File: config.mk
export PLATFORM = sky130hd
export DESIGN_NAME = booth_r4_ctrl
export DESIGN_NICKNAME = d
export VERILOG_FILES = /design/src/rtl/booth_r4_ctrl.sv
export SDC_FILE = /design/constraint.sdc
export NUM_CORES = 1
export LEC_CHECK = 0
export ABC_AREA = 1
export CORE_AREA = 2 2 39 41
export CTS_CLUSTER_SIZE = 8
export DETAILED_ROUTE_END_ITERATION = 12
export DIE_AREA = 0 0 41 43
export GPL_TIMING_DRIVEN = 0
export PLACE_DENSITY = 0.61
export SLEW_MARGIN = 10
export SYNTH_ARGS = -nofsm -noshare
export SYNTH_HDL_FRONTEND = slang
export SYNTH_SLANG_ARGS = --single-unit
File: constraint.sdc
create_clock -name clk -period 1.2 [get_ports clk]
set_input_delay 0.24 -clock clk [delete_from_list [all_inputs] [get_ports clk]]
set_output_delay 0.24 -clock clk [all_outputs]
set_load 0.005 [all_outputs]
File: src/rtl/booth_r4_ctrl.sv
`default_nettype none
//============================================================================
// Module      : booth_r4_ctrl
// Description : Control sequencer for a radix-4 Booth multiplier datapath.
//               Walks INIT -> (DECODE [-> ADD] -> SHIFT) x ITER -> OUT and
//               issues one-cycle strobes to the accumulator A, the
//               multiplier register Q, the parallel adder and the result
//               bus. Each iteration's operation comes from the Booth
//               triplet {Q[1],Q[0],Q[-1]}.
//
// Ports       :
//   clk        in   system clock, all state changes on posedge
//   reset      in   synchronous active-high reset
//   start      in   begin a multiplication (sampled only in IDLE)
//   booth_bits in   {Q[1],Q[0],Q[-1]} (sampled only in DECODE)
//   c0         out  clear A and Q[-1]
//   c1         out  load M and Q from the operand inputs
//   c2         out  write adder result into A
//   c3         out  adder operand select: 1 = 2M, 0 = M (only with c2)
//   c4         out  adder mode: 1 = subtract, 0 = add (only with c2)
//   c5         out  arithmetic right shift of {A,Q,Q[-1]} by 2
//   c6         out  drive product {A,Q} onto the result bus
//   busy       out  high in every state except IDLE
//   done       out  one-cycle pulse coincident with c6
//   cnt        out  current iteration index
//
// Revision    : 1.0 - initial release
//============================================================================
module booth_r4_ctrl #(
    parameter int N = 8,
    localparam int ITER = N / 2,
    localparam int CNT_W = $clog2(N / 2)
) (
    input  logic             clk,
    input  logic             reset,
    input  logic             start,
    input  logic [2:0]       booth_bits,
    output logic             c0,
    output logic             c1,
    output logic             c2,
    output logic             c3,
    output logic             c4,
    output logic             c5,
    output logic             c6,
    output logic             busy,
    output logic             done,
    output logic [CNT_W-1:0] cnt
);

    localparam logic [CNT_W-1:0] c_LAST_ITER = CNT_W'(ITER - 1);

    typedef enum logic [2:0] {
        S_IDLE   = 3'd0,
        S_INIT   = 3'd1,
        S_DECODE = 3'd2,
        S_ADD    = 3'd3,
        S_SHIFT  = 3'd4,
        S_OUT    = 3'd5
    } state_t;

    state_t           r_state;
    state_t           w_state_nxt;
    logic [CNT_W-1:0] r_cnt;
    logic [CNT_W-1:0] w_cnt_nxt;
    logic             r_sel_2m;
    logic             w_sel_2m_nxt;
    logic             r_sub;
    logic             w_sub_nxt;

    //------------------------------------------------------------------------
    // State register
    //------------------------------------------------------------------------
    always_ff @(posedge clk) begin
        if (reset) begin
            r_state  <= S_IDLE;
            r_cnt    <= '0;
            r_sel_2m <= 1'b0;
            r_sub    <= 1'b0;
        end else begin
            r_state  <= w_state_nxt;
            r_cnt    <= w_cnt_nxt;
            r_sel_2m <= w_sel_2m_nxt;
            r_sub    <= w_sub_nxt;
        end
    end

    //------------------------------------------------------------------------
    // Next-state logic
    //------------------------------------------------------------------------
    always_comb begin
        w_state_nxt  = r_state;
        w_cnt_nxt    = r_cnt;
        w_sel_2m_nxt = r_sel_2m;
        w_sub_nxt    = r_sub;

        case (r_state)
            S_IDLE: begin
                if (start) begin
                    w_state_nxt = S_INIT;
                end
            end

            S_INIT: begin
                w_cnt_nxt   = '0;
                w_state_nxt = S_DECODE;
            end

            S_DECODE: begin
                // Radix-4 Booth recoding of the triplet into a digit in
                // {-2,-1,0,+1,+2}; the digit is captured so the ADD cycle
                // drives c3/c4 from registered state only.
                case (booth_bits)
                    3'b001, 3'b010: begin
                        w_sel_2m_nxt = 1'b0;
                        w_sub_nxt    = 1'b0;
                        w_state_nxt  = S_ADD;
                    end
                    3'b011: begin
                        w_sel_2m_nxt = 1'b1;
                        w_sub_nxt    = 1'b0;
                        w_state_nxt  = S_ADD;
                    end
                    3'b100: begin
                        w_sel_2m_nxt = 1'b1;
                        w_sub_nxt    = 1'b1;
                        w_state_nxt  = S_ADD;
                    end
                    3'b101, 3'b110: begin
                        w_sel_2m_nxt = 1'b0;
                        w_sub_nxt    = 1'b1;
                        w_state_nxt  = S_ADD;
                    end
                    default: begin
                        // 000 / 111: digit zero, nothing to accumulate
                        w_sel_2m_nxt = 1'b0;
                        w_sub_nxt    = 1'b0;
                        w_state_nxt  = S_SHIFT;
                    end
                endcase
            end

            S_ADD: begin
                w_state_nxt = S_SHIFT;
            end

            S_SHIFT: begin
                // cnt is held on the final iteration so it never passes
                // ITER-1; it restarts only through INIT.
                if (r_cnt == c_LAST_ITER) begin
                    w_state_nxt = S_OUT;
                end else begin
                    w_cnt_nxt   = r_cnt + 1'b1;
                    w_state_nxt = S_DECODE;
                end
            end

            S_OUT: begin
                w_state_nxt = S_IDLE;
            end

            default: begin
                w_state_nxt = S_IDLE;
            end
        endcase
    end

    //------------------------------------------------------------------------
    // Outputs: decoded purely from registered state
    //------------------------------------------------------------------------
    assign c0   = (r_state == S_INIT);
    assign c1   = (r_state == S_INIT);
    assign c2   = (r_state == S_ADD);
    assign c3   = (r_state == S_ADD) & r_sel_2m;
    assign c4   = (r_state == S_ADD) & r_sub;
    assign c5   = (r_state == S_SHIFT);
    assign c6   = (r_state == S_OUT);
    assign done = (r_state == S_OUT);
    assign busy = (r_state != S_IDLE);
    assign cnt  = r_cnt;

endmodule
`default_nettype wire

# --- After elaboration in Yosys (flattened, before gate mapping) ---
# Index checks and enable logic that the tools add are counted.
word_totals:
  out_inout_bits: 11
  reg_bits: 7
  inputBits: 6
  elab_cells: 36
op_classes:
  reduce_logical: 7
  bitwise: 2
  addsub: 1
  n_eq_ne: 14
  n_mux: 8
op_table:
  columns: ["operator", "count"]
  rows:
  - ["$eq A3 B3 Y1 const B", 5]
  - ["$pmux W3 S5", 1]
  - ["$eq A3 B2 Y1 const B", 4]
  - ["$mux W3", 3]
  - ["$eq A3 B1 Y1 const B", 2]
  - ["$reduce_or A6 Y1", 1]
  - ["$ne A2 B2 Y1 const B", 2]
  - ["$pmux W2 S2", 1]
  - ["$logic_not A3 Y1", 1]
  - ["$reduce_bool A3 Y1", 1]
  - ["$reduce_or A3 Y1", 1]
  - ["$add A2 B1 Y2 const B", 1]
  - ["$and A1 B1 Y1", 2]
  - ["$eq A2 B2 Y1 const B", 1]
  - ["$mux W1", 2]
  - ["$mux W2", 1]
  - ["$reduce_and A2 Y1", 1]
  - ["$reduce_bool A2 Y1", 1]
  - ["$reduce_or A2 Y1", 1]

# --- Depth between registers and ports, before layout ---
# Gate-level depths: netlist of the first run.
logic_depth:
  ltp_word: 4
  depth_mapped: 7
  mapped_depth_nobuf: 7

# --- Worst setup path before layout of the first run ---
# Ideal clock, no wire load.
synth_path:
  path_type: "register to output"
  startpoint: "register r_state[2]"
  endpoint: "output port done"
  arrival_time_ps: 870
  path_stages_with_launch: 4
  path_slack_ps: 90
  path_buffers: 1
  cell_sequence: "dfxtp_1 > inv_2 > nor3_1 > buf_4"
synth_between:
  elab_chain_cells: 1
synth_lines:
  columns: ["item", "line_no", "rtl"]
  rows:
  - ["start: declaration", "61", "state_t r_state;"]
  - ["start signal: assignment", "80", "r_state <= w_state_nxt;"]
  - ["$eq A3 B3 Y1", null, null]
  - ["end: declaration", "46", "output logic done,"]
# Every way passes these cells.

# --- Worst setup path in the final report of the first run ---
layout_path:
  startpoint: "register r_state[2]"
  endpoint: "output port c5"
layout_between:
  elab_chain_cells: 1
layout_lines:
  columns: ["item", "line_no", "rtl"]
  rows:
  - ["$eq A3 B3 Y1", "175", "assign c5 = (r_state == S_SHIFT);"]
  - ["end: declaration", "43", "output logic c5,"]
# Every way passes these cells.

==> results of run 1 <==
[worst max path at each step]
stage | start | to | slack (ns)
2_1_floorplan | r_state[2] | done | 0.09
3_3_place_gp | r_state[0] | c1 | -0.39
3_5_place_dp | r_state[0] | c1 | -0.39
4_1_cts | r_state[1] | c5 | -0.20
5_1_grt | r_state[2] | c5 | -0.25
6_report | r_state[2] | c5 | -0.20
[power by group through the flow]
stage / clock network [mW] / logic (mW) / registers (mW)
global route: 0.247 / 0.842 / 0.362
CTS: 0.227 / 0.701 / 0.325
global placement: 0 / 0.469 / 0.334
floorplan: 0 / 0.288 / 0.329
detailed placement: 0 / 0.474 / 0.334
finish: 0.224 / 0.773 / 0.355
[layer usage]
metal	wire (um)	part of all wire
met4	46	0.035
met5	0	0
met3	73	0.056
met1	535	0.41
met2	642	0.49
[worst max-delay path: stages, from the launching register on]
cell	delay (ns)
dfxtp_4	0.37
inv_6	0.05
buf_6	0.12
buf_6	0.11
nor3_4	0.11
buf_2	0.14
[synthesized netlist by cell type]
master / number
inv_2: 4
a21oi_2: 1
o21ai_1: 1
ha_1: 1
buf_6: 1
dfxtp_1: 7
o21ai_0: 4
nor3_1: 3
a21oi_1: 4
inv_1: 10
nor3_2: 1
nand3_1: 5
nand2_2: 1
nor2_1: 7
nand3b_1: 2
nand3_2: 1
nand2_1: 13
buf_4: 2
nor2_2: 1
[final cells by class]
cell class              instances  area share
inverters                      14      0.0677
repair buffers                 32       0.318
clock buffers                   4      0.0309
flip-flops and latches          7       0.180
plain buffers                   2      0.0221
well taps                      16      0.0236
multi-input cells              45       0.358
[logic make-up (layout without fill, tap and decap cells)]
logic type / Yosys count / count (layout) / synth area share
DFF: 7 / 7 / 0.313
AOI/OAI and AO/OA: 10 / 10 / 0.120
buffers and inverters: 17 / 52 / 0.176
adders and majority gates: 1 / 1 / 0.0279
and+or+nand+nor: 34 / 34 / 0.363
[metrics by stage]
step | cell area, um2 | setup TNS (ns) | total power, mW
after CTS | 806 | -0.964 | 1.25
final | 850 | -0.860 | 1.35
after detailed placement | 628 | -2.81 | 0.809
after floorplan | 448 | 0 | 0.617
after global routing | 850 | -1.28 | 1.45
after global placement | 628 | -2.69 | 0.803
[state kept, by name (all words and copies together) (netlist names)]
name      count
r_state       3
cnt           2
r_sel_2m      1
r_sub         1
[timing repair]
| action | CTS | global route |
|---|---|---|
| gates cloned | 0 | 0 |
| setup buffers | 15 | 1 |
| hold endpoints to repair | 0 | 0 |
| pin swaps | 6 | 7 |
| gates resized for setup | 62 | 13 |
| endpoints found under the setup margin | 11 | 15 |
==> metrics.md, run 1 <==
| Metric | Value |
|---|---|
| Status | `complete, but fails checks` |
| Failing checks | `setup timing` |
| Worst EP arrival | `1.16 ns` |
| Fin util | `0.614` |
| GRT overflow | `0` |
| I/O Buffers | `16` |
| Switching pwr | `0.519 mW` |
| Area leader, netlist | `dfxtp_1` |
| CTS max path bufs | `2` |
| Post-Syn Instances | `69` |
| Commonest non-fill, non-tap cell in the layout | `buf_4` |
| Crit share post-route | `1.16` |
| Wirelength per Cell | `10.8 um` |
| Worst relative slew slack | `0.836` |
| Nets | `112` |
| Cell variety after synth | `19` |
| # rows | `14` |
| Initial antenna violation count | `0` |
| Slew Limit Fails | `0` |
| Clock Pin Slew Worst Setup and Hold Paths | `0.05 ns` |
| Vias per cell | `4.50` |
| H-tree depth | `1` |
| Comb power frac | `0.572` |
| Int Pwr | `0.832 mW` |
| Register area share after synthesis | `0.313` |
| Final Wtd Congestion | `0.732` |
| Initial drt markers | `1` |
| Syn Std Cell Area | `448 um2` |
| Largest cells by area after synthesis | `dfxtp_1 (31%), nand2_1 (11%), inv_1 (8.4%), nor2_1 (5.9%), nand3_1 (5.6%)` |
| Hold-fix buffers, CTS | `0` |
| Fin. Hold Viols | `0` |
| WL final | `1300 um` |
| CTS root buf | `clkbuf_4` |
| RSZ-0062 raised after global routing | `true` |
| Most frequent cells in the layout | `buf_4 (12), nand2_1 (10), buf_6 (9)` |
| Area Overhead vs Synth | `89.7%` |
| Synth Register Bits | `7` |
| WHS | `0.441 ns` |
| Die X | `41 um` |
| Pleak | `0.411 nW` |
| Clk_lat worst skew | `0.26 ns` |
| Starting density of the core | `0.324` |
| YS warnings | `0` |
| Clock power share | `0.166` |
| Power density over cell area | `1590 nW/um2` |
| Max VDD drop | `764 uV` |
| Sequential share of power | `0.262` |
| Met1 Use GR | `0.212` |
| Die extent in y | `43 um` |
| Met2 Resource Use GR | `0.284` |
| R2r setup slk | `0.05 ns` |
| Drt drc | `0` |
| Post-detail-place hpwl | `716 um` |
| DR vias | `540` |
| Switching Share | `0.384` |
| Req. time, crit path | `0.96 ns` |
| Largest net degree at the start of global routing | `6` |
| DP Worst Slack | `-0.390 ns` |
| Setup violations, final | `9` |
| Avg Cell Area, Syn | `6.49 um2` |
| Post-Layout Cell Count | `120` |
| Layout cell share with drive strength beyond 1 | `0.519` |
| Antenna Violating Nets Remaining | `0` |
| Worst Hold End | `cnt[0]` |
| Post-synth top area share | `0.313` |
| Depth of the worst register-to-register path | `6` |
| Worst-Margin Slew | `0.243 ns` |
| Reg2reg end | `r_state[2]` |
| Num CTS Buffers | `3` |
| HP Class | `reg2reg` |
| Flip-flop and latch area | `153 um2` |
| Ant. Diodes | `0` |
| Total die area | `1760 um2` |
| Final worst slack | `-0.197 ns` |
| I/O pins | `17` |
| Core area | `1380 um2` |
| CTS Sinks | `7` |
| Reg2reg start | `r_state[0]` |
| CP endpoint kind | `output pin` |
| GR Util met3 | `0.0314` |
| CP Launch Type | `flop` |
| Initial DRT Pass Iterations | `2` |
| CTS tree | `done` |
| Gr busiest metal | `met2` |
| HP Start | `cnt[0]` |
| Max_cap viols | `0` |
| Multi-input logic area | `304 um2` |
| First-pass GRT wire length | `2130 um` |
| Fillcell total | `131` |
| GRT Total Usage | `0.184` |
| Placed Cells incl. Taps | `101` |
| Critical Path Fanout Max | `5` |
| Worst-case clock skew | `0.00174 ns` |
| Vias in the first global route | `508` |
| Max frequency | `0.716 GHz` |
| Critical path type | `reg2out` |
| Crit path time final | `1.40 ns` |
| WHS Path Cells | `1` |
| Post-synth net total | `76` |
Power figures use the tool's default switching activity.
==> run 2: changes to the inputs <==
--- a/config.mk
+++ b/config.mk
@@ -6,12 +6,11 @@
 export NUM_CORES = 1
 export LEC_CHECK = 0
 export ABC_AREA = 1
-export CORE_AREA = 2 2 39 41
+export CORE_UTILIZATION = 25
 export CTS_CLUSTER_SIZE = 8
 export DETAILED_ROUTE_END_ITERATION = 12
-export DIE_AREA = 0 0 41 43
 export GPL_TIMING_DRIVEN = 0
-export PLACE_DENSITY = 0.61
+export PLACE_DENSITY = 0.47
 export SLEW_MARGIN = 10
 export SYNTH_ARGS = -nofsm -noshare
 export SYNTH_HDL_FRONTEND = slang
==> run 2 against run 1 <==
The flow still finishes with violations (setup timing). Register-to-register slack is essentially flat. First-iteration DRC count grew to 3.0 times the previous value. Via count rose by 1.5%. Clock power down 5%. Sequential power is 4% higher. Clock-buffer cell count unchanged. Global-route usage down 3.1 points. Sequential cell count unchanged. Sequential share of layout area is 0.37 points lower. Clock skew rose by 0.0029 ns.
==> metrics.md, run 2 (synthesis gave the netlist of run 1 again) <==
| Metric | Value |
|---|---|
| Req. time, crit path | `0.96 ns (about the same)` |
| Final Wtd Congestion | `0.701 (was 0.732)` |
| Switching Share | `0.364 (was 0.384)` |
| Initial drt markers | `3 (was 1)` |
| GRT overflow | `0 (unchanged)` |
| CTS max path bufs | `2 (unchanged)` |
| Fin. Hold Viols | `0 (unchanged)` |
| Hold-fix buffers, CTS | `0 (unchanged)` |
| WHS Path Cells | `1 (unchanged)` |
| Max FFs per register | `3 (unchanged)` |
| Max frequency | `0.700 GHz (was 0.716 GHz)` |
| CTS root buf | `clkbuf_4 (unchanged)` |
| Crit path time final | `1.43 ns (was 1.40 ns)` |
| Crit share post-route | `1.19 (was 1.16)` |
| Nets | `114 (was 112)` |
| Ant. Diodes | `0 (unchanged)` |
| Area Overhead vs Synth | `95.3% (was 89.7%)` |
| Vias per cell | `4.22 (was 4.50)` |
| Post-detail-place hpwl | `803 um (was 716 um)` |
| GRT Total Usage | `0.153 (was 0.184)` |
| Commonest non-fill, non-tap cell in the layout | `buf_4 (unchanged)` |
| Worst relative slew slack | `0.850 (was 0.836)` |
| I/O Buffers | `16 (unchanged)` |
| Starting density of the core | `0.281 (was 0.324)` |
| Reg2reg end | `cnt[1] (was r_state[2])` |
| Initial antenna violation count | `0 (unchanged)` |
| Switching pwr | `0.501 mW (was 0.519 mW)` |
| Core area | `1590 um2 (was 1380 um2)` |
| Reg2reg start | `r_state[0] (unchanged)` |
| Max_cap viols | `0 (unchanged)` |
| Comb power frac | `0.576 (was 0.572)` |
| Critical path type | `reg2out (unchanged)` |
| Clock Pin Slew Worst Setup and Hold Paths | `0.05 ns (about the same)` |
| Worst Hold End | `cnt[0] (unchanged)` |
| Drt drc | `0 (unchanged)` |
| WL final | `1320 um (was 1300 um)` |
| Slew Limit Fails | `0 (unchanged)` |
| Biggest register | `r_state (unchanged)` |
| Pleak | `0.423 nW (was 0.411 nW)` |
| Setup TNS Final | `-1.09 ns (was -0.860 ns)` |
| Die X | `44.3 um (was 41 um)` |
| R2r setup slk | `0.05 ns (about the same)` |
| Largest net degree at the start of global routing | `8 (was 6)` |
| H-tree depth | `1 (unchanged)` |
| Final worst slack | `-0.229 ns (was -0.197 ns)` |
| Status | `complete, but fails checks (unchanged)` |
| Num CTS Buffers | `3 (unchanged)` |
| Wirelength per Cell | `10.2 um (was 10.8 um)` |
| Sequential share of power | `0.269 (was 0.262)` |
| First-pass GRT wire length | `2130 um (unchanged)` |
| CTS tree | `done (unchanged)` |
| Worst-case clock skew | `0.00465 ns (was 0.00174 ns)` |
| Int Pwr | `0.874 mW (was 0.832 mW)` |
| CP Launch Type | `flop (unchanged)` |
| Max VDD drop | `849 uV (was 764 uV)` |
| Die extent in y | `44.3 um (was 43 um)` |
| I/O pins | `17 (unchanged)` |
| Total die area | `1970 um2 (was 1760 um2)` |
| Worst EP arrival | `1.19 ns (was 1.16 ns)` |
| Clock power share | `0.155 (was 0.166)` |
| DR vias | `548 (was 540)` |
| Initial DRT Pass Iterations | `4 (was 2)` |
| Layout cell share with drive strength beyond 1 | `0.528 (was 0.519)` |
| Depth of the worst register-to-register path | `8 (was 6)` |
| Antenna Violating Nets Remaining | `0 (unchanged)` |
| Most frequent cells in the layout | `buf_4 (12), nand2_1 (11), buf_6 (10) (was buf_4 (12), nand2_1 (10), buf_6 (9))` |
| HP Start | `cnt[0] (unchanged)` |
| CP endpoint kind | `output pin (unchanged)` |
| Failing checks | `setup timing (unchanged)` |
| RSZ-0062 raised after global routing | `true (unchanged)` |
| Worst-Margin Slew | `0.222 ns (was 0.243 ns)` |
| Fin util | `0.549 (was 0.614)` |
| Vias in the first global route | `510 (was 508)` |
| HP Class | `reg2reg (unchanged)` |
| Clk_lat worst skew | `0.25 ns (was 0.26 ns)` |
| Setup violations, final | `9 (unchanged)` |
| CTS Sinks | `7 (unchanged)` |
| # rows | `14 (unchanged)` |
| Critical Path Fanout Max | `6 (was 5)` |
| Power density over cell area | `1570 nW/um2 (was 1590 nW/um2)` |
-- run 2: power groups by stage --
stage	Combinational (mW)	Clock (mW)	Sequential [mW]
3_5_place_dp	0.474	0	0.338
6_report	0.792	0.213	0.370
2_1_floorplan	0.288	0	0.329
3_3_place_gp	0.475	0	0.337
5_1_grt	0.860	0.245	0.378
4_1_cts	0.725	0.222	0.341
-- run 2: metal layers --
| layer | share of wire | track usage |
|---|---|---|
| met1 | 0.46 | 0.177 |
| met2 | 0.50 | 0.253 |
| met3 | 0.041 | 0.0653 |
| met4 | 0 | 0.0545 |
| met5 | 0 | 0 |
-- run 2: worst max path at each step --
stage / startpoint / to / slack [ns] / cells past startpoint
after floorplan: r_state[2] / done / 0.09 / 3
after detailed placement: r_state[0] / c1 / -0.42 / 6
after CTS: r_state[1] / done / -0.22 / 5
after global routing: r_state[2] / done / -0.28 / 5
final: r_state[2] / done / -0.23 / 5
after global placement: r_state[0] / c1 / -0.43 / 6
-- run 2: repair_timing --
action / CTS / global route
setup endpoints to repair: 11 / 14
resized for setup: 58 / 13
pin swaps: 8 / 5
buffers inserted: 14 / 4
-- run 2: critical path: stages, from the launching register on --
cell and delay (ns):
dfxtp_4 0.38, inv_6 0.05, buf_6 0.12, nor3_4 0.18, buf_4 0.13, buf_6 0.08
-- run 2: through the flow --
stage	worst slack, ns	area [um2]	total power [mW]	cells	hold WS [ns]
floorplan	0.0900	448	0.617	69	0.302
global placement	-0.427	638	0.812	109	0.452
detailed placement	-0.424	638	0.813	109	0.458
CTS	-0.222	811	1.29	127	0.451
global route	-0.282	875	1.48	130	0.459
finish	-0.229	875	1.38	130	0.448
-- run 2: layout make-up --
cell class | instances | area (um2)
well taps | 24 | 30.0
clock buffers | 4 | 26.3
multi-input cells | 45 | 287
flip-flops and latches | 7 | 154
repair buffers | 34 | 302
fillers | 163 | 719
plain buffers | 2 | 18.8
inverters | 14 | 57.6
